## config.mk

```make
export PLATFORM = sky130hd
export DESIGN_NAME = sha256_msg_padder
export DESIGN_NICKNAME = d
export VERILOG_FILES = /design/src/rtl/sha256_pkg.sv /design/src/rtl/sha256_msg_padder.sv
export SDC_FILE = /design/constraint.sdc
export NUM_CORES = 1
export LEC_CHECK = 0
export ABC_AREA = 1
export ABC_CLOCK_PERIOD_IN_PS = 3030
export CAP_MARGIN = 20
export CORE_MARGIN = 3
export CORE_UTILIZATION = 45
export DETAILED_ROUTE_END_ITERATION = 10
export HOLD_SLACK_MARGIN = 0.02
export PLACE_DENSITY_LB_ADDON = 0.25
export REMOVE_ABC_BUFFERS = 1
export SLEW_MARGIN = 20
export SYNTH_ARGS = -nofsm -noshare
export SYNTH_HDL_FRONTEND = slang
export SYNTH_SLANG_ARGS = --single-unit
```

## constraint.sdc

```tcl
create_clock -name clk -period 3.03 [get_ports clk]
set_clock_uncertainty 0.15 [all_clocks]
set_input_delay 0.909 -clock clk [delete_from_list [all_inputs] [get_ports clk]]
set_output_delay 0.909 -clock clk [all_outputs]
set_load 0.02 [all_outputs]
```

## src/rtl/sha256_pkg.sv

```systemverilog
// +----------------------------------------------------------------------------+
// | sha256_pkg                                                                 |
// | Shared constants, padder state encoding and block-count helper.            |
// | Rev 1.0                                                                    |
// +----------------------------------------------------------------------------+
`default_nettype none

package sha256_pkg;

  localparam int          WORDS_PER_BLOCK = 16;
  localparam logic [31:0] PAD_WORD        = 32'h8000_0000;

  typedef enum logic [2:0] {
    IDLE = 3'd0,
    READ = 3'd1,
    WAIT = 3'd2,
    EMIT = 3'd3,
    PAD  = 3'd4,
    DONE = 3'd5
  } padder_state_e;

  // Message bits plus the mandatory 1 bit and 64-bit length, rounded up to 512.
  function automatic int num_blocks(input int num_words);
    return (num_words * 32 + 65 + 511) / 512;
  endfunction

endpackage

`default_nettype wire

```

## src/rtl/sha256_msg_padder.sv

```systemverilog
// +----------------------------------------------------------------------------+
// | sha256_msg_padder                                                          |
// | Reads a message from memory and streams it SHA-256 padded, 16 words per    |
// | block. Define SHA256_PAD_BYTESWAP_EN to byte-reverse message words.        |
// | Rev 1.0                                                                    |
// +----------------------------------------------------------------------------+
`default_nettype none

module sha256_msg_padder
  import sha256_pkg::*;
#(
  parameter int NUM_OF_WORDS = 20,
  parameter int ADDR_W       = 16
) (
  input  logic              clk,
  input  logic              reset_n,
  input  logic              start,
  input  logic [ADDR_W-1:0] message_addr,
  output logic [ADDR_W-1:0] mem_addr,
  input  logic [31:0]       mem_read_data,
  output logic [31:0]       out_data,
  output logic              out_valid,
  input  logic              out_ready,
  output logic              out_block_last,
  output logic              out_msg_last,
  output logic              busy,
  output logic              done
);

  localparam int          c_total     = WORDS_PER_BLOCK * num_blocks(NUM_OF_WORDS);
  localparam logic [15:0] c_num_words = 16'(NUM_OF_WORDS);
  localparam logic [15:0] c_last_idx  = 16'(c_total - 1);
  localparam logic [31:0] c_len_word  = 32'(NUM_OF_WORDS * 32);

  padder_state_e     r_state;
  padder_state_e     w_next_state;
  logic [15:0]       r_k;
  logic [ADDR_W-1:0] r_base;
  logic [15:0]       w_k_next;
  logic              w_xfer;
  logic              w_more_msg;
  logic              w_at_last;

  assign w_k_next   = r_k + 16'd1;
  assign w_xfer     = out_valid && out_ready;
  assign w_more_msg = (r_state == EMIT) && (w_k_next < c_num_words);
  assign w_at_last  = (r_k == c_last_idx);

  assign busy = (r_state != IDLE);
  assign done = (r_state == DONE);

  // Word content for indices at or beyond the end of the message.
  function automatic logic [31:0] pad_word_at(input logic [15:0] idx);
    if (idx == c_num_words)
      return PAD_WORD;
    else if (idx == c_last_idx)
      return c_len_word;
    else
      return 32'h0;
  endfunction

  function automatic logic [31:0] fmt_msg_word(input logic [31:0] w);
`ifdef SHA256_PAD_BYTESWAP_EN
    return {w[7:0], w[15:8], w[23:16], w[31:24]};
`else
    return w;
`endif
  endfunction

  always_ff @(posedge clk or negedge reset_n) begin
    if (!reset_n)
      r_state <= IDLE;
    else
      r_state <= w_next_state;
  end

  always_comb begin
    w_next_state = r_state;
    case (r_state)
      IDLE: if (start) w_next_state = READ;
      READ: w_next_state = WAIT;
      WAIT: w_next_state = EMIT;
      EMIT, PAD: begin
        if (w_xfer) begin
          if (w_more_msg)
            w_next_state = READ;
          else if (w_at_last)
            w_next_state = DONE;
          else
            w_next_state = PAD;
        end
      end
      DONE:    w_next_state = IDLE;
      default: w_next_state = IDLE;
    endcase
  end

  always_ff @(posedge clk or negedge reset_n) begin
    if (!reset_n) begin
      r_k            <= 16'd0;
      r_base         <= '0;
      mem_addr       <= '0;
      out_data       <= 32'h0;
      out_valid      <= 1'b0;
      out_block_last <= 1'b0;
      out_msg_last   <= 1'b0;
    end else begin
      case (r_state)
        IDLE: begin
          if (start) begin
            r_base   <= message_addr;
            mem_addr <= message_addr;
            r_k      <= 16'd0;
          end
        end
        WAIT: begin
          out_data       <= fmt_msg_word(mem_read_data);
          out_valid      <= 1'b1;
          out_block_last <= (r_k[3:0] == 4'hF);
          out_msg_last   <= w_at_last;
        end
        EMIT, PAD: begin
          if (w_xfer) begin
            if (w_more_msg) begin
              r_k            <= w_k_next;
              mem_addr       <= r_base + ADDR_W'(w_k_next);
              out_valid      <= 1'b0;
              out_block_last <= 1'b0;
              out_msg_last   <= 1'b0;
            end else if (w_at_last) begin
              out_valid      <= 1'b0;
              out_block_last <= 1'b0;
              out_msg_last   <= 1'b0;
            end else begin
              // Padding words are generated locally; valid stays high.
              r_k            <= w_k_next;
              out_data       <= pad_word_at(w_k_next);
              out_block_last <= (w_k_next[3:0] == 4'hF);
              out_msg_last   <= (w_k_next == c_last_idx);
            end
          end
        end
        default: ;
      endcase
    end
  end

endmodule

`default_nettype wire

```

# Word-level counts from Yosys, hierarchy flattened
# Cells that the tools add are included.
# word_totals
output_inout_bits,53
register_bits,86
input_bits,52
# classes
add_sub_neg,2
n_lt_le_gt_ge,1
reduce_logical,14
mux,32
eq_ne,17
# ops
operator,count
2-to-1 mux 32 bit,4
2-to-1 mux 16 bit,7
case mux 16 bit (2 select lines),2
case mux 32 bit (2 select lines),1
equality test 16 x 5 -> 1 bit (second input constant),3
adder 16 x 1 -> 16 bit (second input constant),1
adder 16 bit,1
< comparator 16 x 5 -> 1 bit (second input constant),1
case mux 3 bit (4 select lines),1
AND reduction 4 bit,3
2-to-1 mux 1 bit,10
2-to-1 mux 10 bit,1
!= test 2 bit (second input constant),5
2-to-1 mux 3 bit,3
equality test 4 bit (second input constant),2
equality test 3 x 2 -> 1 bit (second input constant),2
equality test 3 bit (second input constant),2
!= test 3 bit (second input constant),2
case mux 1 bit (2 select lines),3
AND reduction 2 bit,3
nonzero test 2 bit,2
equality test 3 x 1 -> 1 bit (second input constant),1
logical NOT 3 bit,1
AND reduction 3 bit,1
other kinds (3),4

# Logic depth before layout (Yosys ltp)
# Gate-level depths: netlist of run 1.
# depth
word_depth,8
depth_mapped,20
ltp_nobuf,20

# Worst setup path after synthesis of run 1
# No wires, ideal clock.
# synth_timing
path_type,register to register
from,reg r_k[0]
to,reg mem_addr[15]
path_stages_with_launch,20
setup_ns,0.065
period_less_slack_ns,2.675
n_path_buf,0
setup_slack_ns,0.355
t_arrival_ns,2.460
cell_sequence,dfrtp_1 > ha_1 > nand2_2 > nor2_2 > nand2_1 > clkinv_1 > nand3_1 > nand2_1 > nand2_1 > inv_1 > ha_1 > a21o_1 > or2_2 > a21oi_1 > nand2_1 > nand3_1 > nand3_1 > nand2_1 > nand3_1 > nand2_1
# synth_between
elab_chain_cells,5
elab_cells_between_ends,9
# synth_rtl
item,line,rtl
from (decl),sha256_msg_padder.sv:37,logic [15:0] r_k;
from (signal assigned),sha256_msg_padder.sv:125,r_k <= w_k_next;
from (signal assigned),sha256_msg_padder.sv:136,r_k <= w_k_next;
adder 16 x 1 -> 16 bit (*),sha256_msg_padder.sv:44,assign w_k_next = r_k + 16'd1;
adder 16 bit or < comparator 16 x 5 -> 1 bit (tied branches),"sha256_msg_padder.sv:126, sha256_msg_padder.sv:46",
2-to-1 mux 16 bit or logical AND 1 bit (tied branches),"sha256_msg_padder.sv:124, sha256_msg_padder.sv:46",
2-to-1 mux 16 bit or != test 2 bit (tied branches),-,
case mux 16 bit (2 select lines) or AND reduction 4 bit (tied branches),-,
to (signal assigned),sha256_msg_padder.sv:112,mem_addr <= message_addr;
to (signal assigned),sha256_msg_padder.sv:126,mem_addr <= r_base + ADDR_W'(w_k_next);
to (decl),sha256_msg_padder.sv:19,"output logic [ADDR_W-1:0] mem_addr,"
# Mark *: on every way between the ends. The rest lies on a longest branch, timed or not. The select of a mux whose other input is x is not followed.
# A chain may end at the register's enable or synchronous reset.

# Worst setup path in the final report of run 1
# layout_timing
from,reg r_state[1]
to,out busy
# layout_between
elab_chain_cells,1
# layout_rtl
item,line,rtl
from (decl),sha256_msg_padder.sv:35,padder_state_e r_state;
from (signal assigned),sha256_msg_padder.sv:74,r_state <= w_next_state;
nonzero test 3 bit,sha256_msg_padder.sv:49,assign busy = (r_state != IDLE);
to (decl),sha256_msg_padder.sv:26,"output logic busy,"
# No other way between the ends.

==> results of run 1 <==
## flip-flops by register name, summed over array words and instances, names as in the netlist
register,cells
r_k,16
out_data,32
mem_addr,16
r_base,16
r_state,3
out_block_last,1
out_valid,1
out_msg_last,1
## cell families (layout without fill, tap and decap cells)
kind of cell	count (synthesis)	count (layout)
simple gates	402	402
compound gates	93	93
flops	86	86
buf+inv	74	189
fa+ha+maj	19	19
xor+xnor	9	9
## cell type report
cell class / instances / area [um2]
Fill cell: 973 / 4070
Multi-Input combinational cell: 523 / 2650
Sequential cell: 86 / 2150
Timing Repair Buffer: 119 / 1160
Inverter: 54 / 203
Tap cell: 136 / 170
Clock buffer: 11 / 151
Clock inverter: 5 / 41.3
## cell usage in the layout (no fill, tap or decap), types with 2 or more instances in the layout
cell type / netlist / layout
sky130_fd_sc_hd__nor4_1: 5 / 5
sky130_fd_sc_hd__xor2_1: 8 / 7
sky130_fd_sc_hd__o21ai_2: 9 / 9
sky130_fd_sc_hd__clkinvlp_4: 0 / 2
sky130_fd_sc_hd__nand2_4: 3 / 3
sky130_fd_sc_hd__a21oi_1: 22 / 17
sky130_fd_sc_hd__nand3_2: 2 / 3
sky130_fd_sc_hd__nor2_4: 1 / 2
sky130_fd_sc_hd__clkdlybuf4s50_1: 0 / 103
sky130_fd_sc_hd__inv_1: 49 / 49
sky130_fd_sc_hd__buf_4: 1 / 15
sky130_fd_sc_hd__clkbuf_8: 0 / 11
sky130_fd_sc_hd__a21o_1: 3 / 3
sky130_fd_sc_hd__o21ai_1: 19 / 20
sky130_fd_sc_hd__nand2_2: 6 / 8
sky130_fd_sc_hd__nor2_2: 5 / 7
sky130_fd_sc_hd__o22ai_1: 3 / 3
sky130_fd_sc_hd__nor2_1: 45 / 42
sky130_fd_sc_hd__nand3_1: 44 / 43
sky130_fd_sc_hd__o21ai_0: 34 / 33
sky130_fd_sc_hd__inv_2: 4 / 4
sky130_fd_sc_hd__nand4_1: 9 / 9
sky130_fd_sc_hd__ha_1: 18 / 14
sky130_fd_sc_hd__a21oi_2: 0 / 5
sky130_fd_sc_hd__nor3_1: 7 / 7
sky130_fd_sc_hd__dfrtp_1: 86 / 85
sky130_fd_sc_hd__nand2_1: 269 / 267
sky130_fd_sc_hd__nand3b_1: 4 / 4
sky130_fd_sc_hd__inv_6: 0 / 2
sky130_fd_sc_hd__ha_4: 0 / 4
sky130_fd_sc_hd__or2_2: 2 / 2
## layer usage
metal	vias to the layer above	routed length, um
met2	132	6540
met5	-	0
met4	0	267
met1	2246	6310
li1	2414	-
met3	23	696
## through the flow
step	setup slack (ns)	instances	utilization, %
2_1_floorplan	0.0519	663	-
3_3_place_gp	0.166	916	58.7
3_5_place_dp	0.101	916	58.7
4_1_cts	0.0836	932	60.5
5_1_grt	0.0208	934	61.6
6_report	0.176	934	61.6
## Yosys cell counts
cell                       number
sky130_fd_sc_hd__a21oi_1       22
sky130_fd_sc_hd__nor2_1        45
sky130_fd_sc_hd__nor2_2         5
sky130_fd_sc_hd__ha_1          18
sky130_fd_sc_hd__buf_1          1
sky130_fd_sc_hd__nand2_2        6
sky130_fd_sc_hd__o21ai_0       34
sky130_fd_sc_hd__nand4_1        9
sky130_fd_sc_hd__xnor2_1        1
sky130_fd_sc_hd__or2_2          2
sky130_fd_sc_hd__inv_2          4
sky130_fd_sc_hd__buf_4          1
sky130_fd_sc_hd__fa_1           1
sky130_fd_sc_hd__nor4_1         5
sky130_fd_sc_hd__clkbuf_1      10
sky130_fd_sc_hd__xor2_1         8
sky130_fd_sc_hd__clkinv_1       1
sky130_fd_sc_hd__nand2_1      269
sky130_fd_sc_hd__o21ai_1       19
sky130_fd_sc_hd__buf_2          4
sky130_fd_sc_hd__buf_6          4
sky130_fd_sc_hd__o22ai_1        3
sky130_fd_sc_hd__a21o_1         3
sky130_fd_sc_hd__a21oi_4        1
sky130_fd_sc_hd__o21ai_2        9
sky130_fd_sc_hd__nand3_1       44
sky130_fd_sc_hd__nor2_4         1
sky130_fd_sc_hd__dfrtp_1       86
sky130_fd_sc_hd__nand2_4        3
sky130_fd_sc_hd__o21bai_1       1
sky130_fd_sc_hd__a31oi_1        1
sky130_fd_sc_hd__nor3_1         7
sky130_fd_sc_hd__inv_1         49
sky130_fd_sc_hd__nand3_2        2
sky130_fd_sc_hd__nand3b_1       4
## final timing paths
path,slack [ns],depth (start not counted),end,start
worst min-delay path,0.29,1,mem_addr[12]$_DFFE_PN0P_,reset_n
min in group clk,0.33,2,out_data[24]$_DFFE_PN0P_,out_data[24]$_DFFE_PN0P_
worst min register to register,0.33,2,out_data[24]$_DFFE_PN0P_,out_data[24]$_DFFE_PN0P_
worst max-delay path,0.18,3,busy,r_state[1]$_DFFE_PN0P_
max in group asynchronous,1.79,2,r_base[2]$_DFFE_PN0P_,reset_n
worst max register to register,0.22,13,mem_addr[12]$_DFFE_PN0P_,r_k[0]$_DFFE_PN0P_
## report_power, final
group / total (W) / switching, W / internal (W)
Combinational: 0.00347 / 0.00216 / 0.00131
Sequential: 0.00188 / 0.000273 / 0.00161
Clock: 0.000820 / 0.000470 / 0.000350
Total: 0.00617 / 0.00291 / 0.00327
## what timing repair did
action / in CTS / in global routing
hold buffers: 0 / 0
gates resized for setup: 0 / 19
setup buffers: 0 / 2
setup endpoints to repair: 0 / 9
==> results.md, run 1 <==
Setup path
- 0.59 ns — crit-path max cell delay
- sky130_fd_sc_hd__clkdlybuf4s50_1 — critical path's slowest cell
- buffers and inverters — cell family contributing the most delay on the critical path
- 4 — maximum fanout encountered on the critical timing path
- output port — category of the worst setup path capture point
- 1 — crit path buf inv count
- 1.79 ns — worst path arrival time
- register — Critical Path Start Type
- nor2_1 -> nand2_1 -> clkdlybuf4s50_1 — Cell Chain, Critical Path
- register to output port — category of the most critical setup path
- 1.97 ns — required arrival time at the worst endpoint

Outcome
- finished clean — outcome

Synth
- 10.5% — share of the synthesized area in compound gates (AO/OA/AOI/OAI)
- 33.8% — fraction of the mapped netlist area in simple logic gates
- 683 — synthesized netlist cell count
- 0.00502 mm2 — post-synthesis cell area
- 35 — Cell variety after synth
- 0 — Synthesis Warnings
- sky130_fd_sc_hd__dfrtp_1 43%, sky130_fd_sc_hd__nand2_1 20%, sky130_fd_sc_hd__ha_1 4.5% — Area contributors post-synth
- 1.57% — XOR/XNOR Fraction of Synth Area
- 0% — multiplexer area fraction after synthesis
- 42.9% — sequential area share after synthesis
- simple AND/OR/NAND/NOR gates — dominant combinational cell family by area after synthesis
- 7.34 um2 — average instance area after synthesis
- sky130_fd_sc_hd__dfrtp_1 — largest area contributor in the netlist
- 4.89% — Synth Area in Adders
- 86 — synthesized flop and latch total
- 42.9% — fraction of synthesized cell area taken by the top area cell type

Global route
- 35.4% — M2 GR Usage
- 0 — initial antenna violation count
- 22,700 um — first-pass GRT wire length
- 22.6% — global-route total usage across every layer
- 60 — pin count of the biggest net entering global routing
- 4,537 — vias in the first global route
- met2 — busiest metal layer after global routing
- 31.7% — met1 capacity usage during global routing
- 0 — grt ovf
- 4.18% — global-route track usage on met3

STA
- 0 ns — Final TNS setup
- 0 — Final Slew Violations
- no — setup repair after global routing missed its margin
- 0.290 ns — Final Hold Slack
- 0 — Final setup violation count
- 0.553 ns — transition at the pin with the smallest max-transition slack
- 63.0% — worst slew slack as a fraction of its limit
- 350 MHz — Max Fclk
- 2.85 ns — Tmin final
- 0 — hold violation total from the final report
- 94.2% — final worst path period share

Drt
- 14.8 um — average routed wire per standard cell
- 5 — detailed-router iteration count before antenna repair
- 0 — DRC violation count after routing
- 4,815 — routed via count
- 349 — Detailed Route Iter0 Violations
- 5.16 — via density per instance
- 0 — count of nets left with antenna violations after detail routing
- 13,800 um — post-detailed-routing wire length

Floorplan
- 37 — Placement Rows
- 0.0125 mm2 — area of the die
- 112 um — width of the die
- 105 — IO Count
- 0.0106 mm2 — core region area
- 112 um — DIE HEIGHT
- 47.3% — starting density of the core

Place
- 0.886 — Placer Congestion
- 0.00622 mm2 — area post-placement
- 104 — PortBufs
- 10,300 um — DP Wirelength

Clock network
- 0.38 ns — clock latency of the later-clocked register in the worst-skew pair
- built — TritonCTS clock tree
- 86 — number of clock sinks
- 9 — CTS buffer count
- 0.09 ns — clock edge transition at the registers on the reported setup and hold paths
- 2 — buffers from clock root to sink, at most
- 3 — CTS H-tree lvls
- sky130_fd_sc_hd__clkbuf_8 — root cell of the clock tree

Final layout
- 10.3% — proportion of layout cells with a drive suffix above 1
- 864 — Net count, final
- 30.2% — P&R area growth vs syn
- 0 — diodes inserted
- 0.00653 mm2 — Final Cell Area

Pwr
- 0.00617 W — total power of the final layout
- 0.602 mV — largest vdd supply drop
- 945 mW/mm2 — power density over the cells
- 3.18 nW — Leak

Job
- 0 — Max Cap Violations

Hold path
- primary input to async pin — worst hold path type

No activity file was read; power rests on OpenSTA's default activity.
==> run 2: changes to the inputs <==
--- a/config.mk
+++ b/config.mk
@@ -18,3 +18,4 @@
 export SYNTH_ARGS = -nofsm -noshare
 export SYNTH_HDL_FRONTEND = slang
 export SYNTH_SLANG_ARGS = --single-unit
+export TNS_END_PERCENT = 30
==> results of run 2 <==
Same layout as run 1: the final DEF is identical, and so are final timing and power.
==> run 3: changes to the inputs <==
--- a/config.mk
+++ b/config.mk
@@ -8,6 +8,7 @@
 export ABC_AREA = 1
 export ABC_CLOCK_PERIOD_IN_PS = 3030
 export CAP_MARGIN = 20
+export CORE_ASPECT_RATIO = 1.4
 export CORE_MARGIN = 3
 export CORE_UTILIZATION = 45
 export DETAILED_ROUTE_END_ITERATION = 10
==> run 3 against run 2 <==
Clock-buffer cell count decreased by 1. Critical path depth increased by 12. Via count decreased by 0.93%. Design area increased by 2.0%. Worst hold slack improved by 0.030 ns.
==> results.md, run 3 (synthesis results as in run 1) <==
Global route
- 23.9% — global-route total usage across every layer, was 22.6%
- 0 — initial antenna violation count, unchanged
- 45 — pin count of the biggest net entering global routing, was 60
- 4,828 — vias in the first global route, was 4,537
- 23,000 um — first-pass GRT wire length, was 22,700 um
- 0 — grt ovf, unchanged

Clock network
- sky130_fd_sc_hd__clkbuf_16 — root cell of the clock tree, was sky130_fd_sc_hd__clkbuf_8
- 3 — CTS H-tree lvls, unchanged
- 86 — number of clock sinks, unchanged
- built — TritonCTS clock tree, unchanged
- 9 — CTS buffer count, unchanged
- 0.06 ns — clock edge transition at the registers on the reported setup and hold paths, was 0.09 ns
- 0.34 ns — clock latency of the later-clocked register in the worst-skew pair, was 0.38 ns
- 2 — buffers from clock root to sink, at most, unchanged

Floorplan
- 0.0109 mm2 — core region area, was 0.0106 mm2
- 0.0125 mm2 — area of the die, about the same
- 45 — Placement Rows, was 37
- 131 um — DIE HEIGHT, was 112 um
- 105 — IO Count, unchanged
- 95.2 um — width of the die, was 112 um
- 46.2% — starting density of the core, was 47.3%

Setup path
- sky130_fd_sc_hd__dfrtp_1 — critical path's slowest cell, was sky130_fd_sc_hd__clkdlybuf4s50_1
- sky130_fd_sc_hd__nand2_1 — library cell appearing most often on the critical path
- register — category of the worst setup path capture point, was output port
- 3.12 ns — required arrival time at the worst endpoint, was 1.97 ns
- register to register — category of the most critical setup path, was register to output port
- 7 — maximum fanout encountered on the critical timing path, was 4
- register — Critical Path Start Type, unchanged
- 2.97 ns — worst path arrival time, was 1.79 ns
- nand2_1 -> nor2_2 -> nand3_1 -> nand2_1 -> nand2_1 -> ha_1 -> nand2_1 -> nor4_1 -> nand2_1 -> nand2_1 -> nand3_1 -> nand3_1 -> nand2_1 -> nand3_1 -> nand2_1 — Cell Chain, Critical Path, was nor2_1 -> nand2_1 -> clkdlybuf4s50_1
- 0.52 ns — crit-path max cell delay, was 0.59 ns

Drt
- 4,770 — routed via count, was 4,815
- 5.06 — via density per instance, was 5.16
- 14,100 um — post-detailed-routing wire length, was 13,800 um
- 4 — detailed-router iteration count before antenna repair, was 5
- 207 — Detailed Route Iter0 Violations, was 349
- 0 — DRC violation count after routing, unchanged
- 14.9 um — average routed wire per standard cell, was 14.8 um
- 0 — count of nets left with antenna violations after detail routing, unchanged

Place
- 104 — PortBufs, unchanged
- 10,400 um — DP Wirelength, was 10,300 um
- 0.921 — Placer Congestion, was 0.886

STA
- 347 MHz — Max Fclk, was 350 MHz
- 2.88 ns — Tmin final, was 2.85 ns
- 0 — Final Slew Violations, unchanged
- yes — setup repair after global routing missed its margin, was no
- 0 — hold violation total from the final report, unchanged
- 60.6% — worst slew slack as a fraction of its limit, was 63.0%
- 0 — Final setup violation count, unchanged
- 0 ns — Final TNS setup, unchanged
- 95.2% — final worst path period share, was 94.2%
- 0.592 ns — transition at the pin with the smallest max-transition slack, was 0.553 ns

Final layout
- 0.00262 mm2 — area of the multi-input gates, was 0.00265 mm2
- 0.00216 mm2 — register area, was 0.00215 mm2
- 10.7% — proportion of layout cells with a drive suffix above 1, was 10.3%
- 0 — diodes inserted, unchanged
- 269 x sky130_fd_sc_hd__nand2_1, 103 x sky130_fd_sc_hd__clkdlybuf4s50_1, 83 x sky130_fd_sc_hd__dfrtp_1, 48 x sky130_fd_sc_hd__inv_1, 43 x sky130_fd_sc_hd__nand3_1 — leading cell types in the layout, fill and taps excluded, was 267 x sky130_fd_sc_hd__nand2_1, 103 x sky130_fd_sc_hd__clkdlybuf4s50_1, 85 x sky130_fd_sc_hd__dfrtp_1, 49 x sky130_fd_sc_hd__inv_1, 43 x sky130_fd_sc_hd__nand3_1
- 61.3% — final core utilization, was 61.6%
- out_data — register containing the most flip-flops in the final layout, unchanged
- 998 — number of fill cells in the layout, was 973
- sky130_fd_sc_hd__nand2_1 — commonest non-fill, non-tap cell in the layout, unchanged
- 32 — flip-flop count of the largest register after layout, unchanged
- 868 — Net count, final, was 864
- 32.8% — P&R area growth vs syn, was 30.2%

Job
- 0 — Max Cap Violations, unchanged

Pwr
- 0.585 mV — largest vdd supply drop, was 0.602 mV
- 978 mW/mm2 — power density over the cells, was 945 mW/mm2
- 3.25 nW — Leak, was 3.18 nW

Hold path
- register to register — worst hold path type, was primary input to async pin

Outcome
- finished clean — outcome, unchanged

==> run 3: timing repair <==
action                     CTS  global route
hold buffers                 0             0
setup buffers                0             6
resized for setup            0            19
setup endpoints to repair    0            55
==> run 3: stage by stage <==
stage	cells	power, W	instance area [um2]	hold WS (ns)	worst slack, ns
2_1_floorplan	663	0.00394	4900	0.307	0.0519
3_3_place_gp	921	0.00523	6230	0.304	0.0774
3_5_place_dp	921	0.00531	6230	0.308	0.00888
4_1_cts	937	0.00649	6540	0.325	0.0158
5_1_grt	943	0.00703	6660	0.346	-0.0497
6_report	943	0.00651	6660	0.320	0.146
==> run 3: layout make-up <==
type	count	area share (%)
inverters	54	3.04
well taps	141	2.65
multi-input cells	523	39.4
repair buffers	123	17.9
clock buffers	10	3.59
clock inverters	6	1.03
flip-flops and latches	86	32.4
==> run 3: worst max-delay path, delay by kind of cell, from the launching register on <==
kind | cells | cell delay, ns
simple gates | 14 | 1.68
flops | 1 | 0.52
fa+ha+maj | 1 | 0.41
==> run 3: worst paths after layout <==
path	start	endpoint	slack (ns)	cells past startpoint
max	r_k[9]$_DFFE_PN0P_	mem_addr[15]$_DFFE_PN0P_	0.15	15
min	mem_addr[14]$_DFFE_PN0P_	mem_addr[14]$_DFFE_PN0P_	0.32	2
max reg2reg	r_k[9]$_DFFE_PN0P_	mem_addr[15]$_DFFE_PN0P_	0.15	15
min reg2reg	mem_addr[14]$_DFFE_PN0P_	mem_addr[14]$_DFFE_PN0P_	0.32	2
max in group asynchronous	reset_n	r_base[3]$_DFFE_PN0P_	1.67	2
min in group asynchronous	reset_n	r_k[13]$_DFFE_PN0P_	0.42	1
==> run 3: report_power, final <==
part	switching, W	internal (W)
Sequential	0.000290	0.00161
Clock	0.000493	0.000666
Combinational	0.00213	0.00132
Total	0.00291	0.00360
==> run 3: metal layers <==
layer | track usage [%] | vias up | wire length [um]
li1 | - | 2429 | -
met1 | 28.2 | 2173 | 5840
met2 | 41.3 | 142 | 6930
met3 | 5.67 | 26 | 817
met4 | 9.94 | 0 | 496
met5 | 0 | - | 0
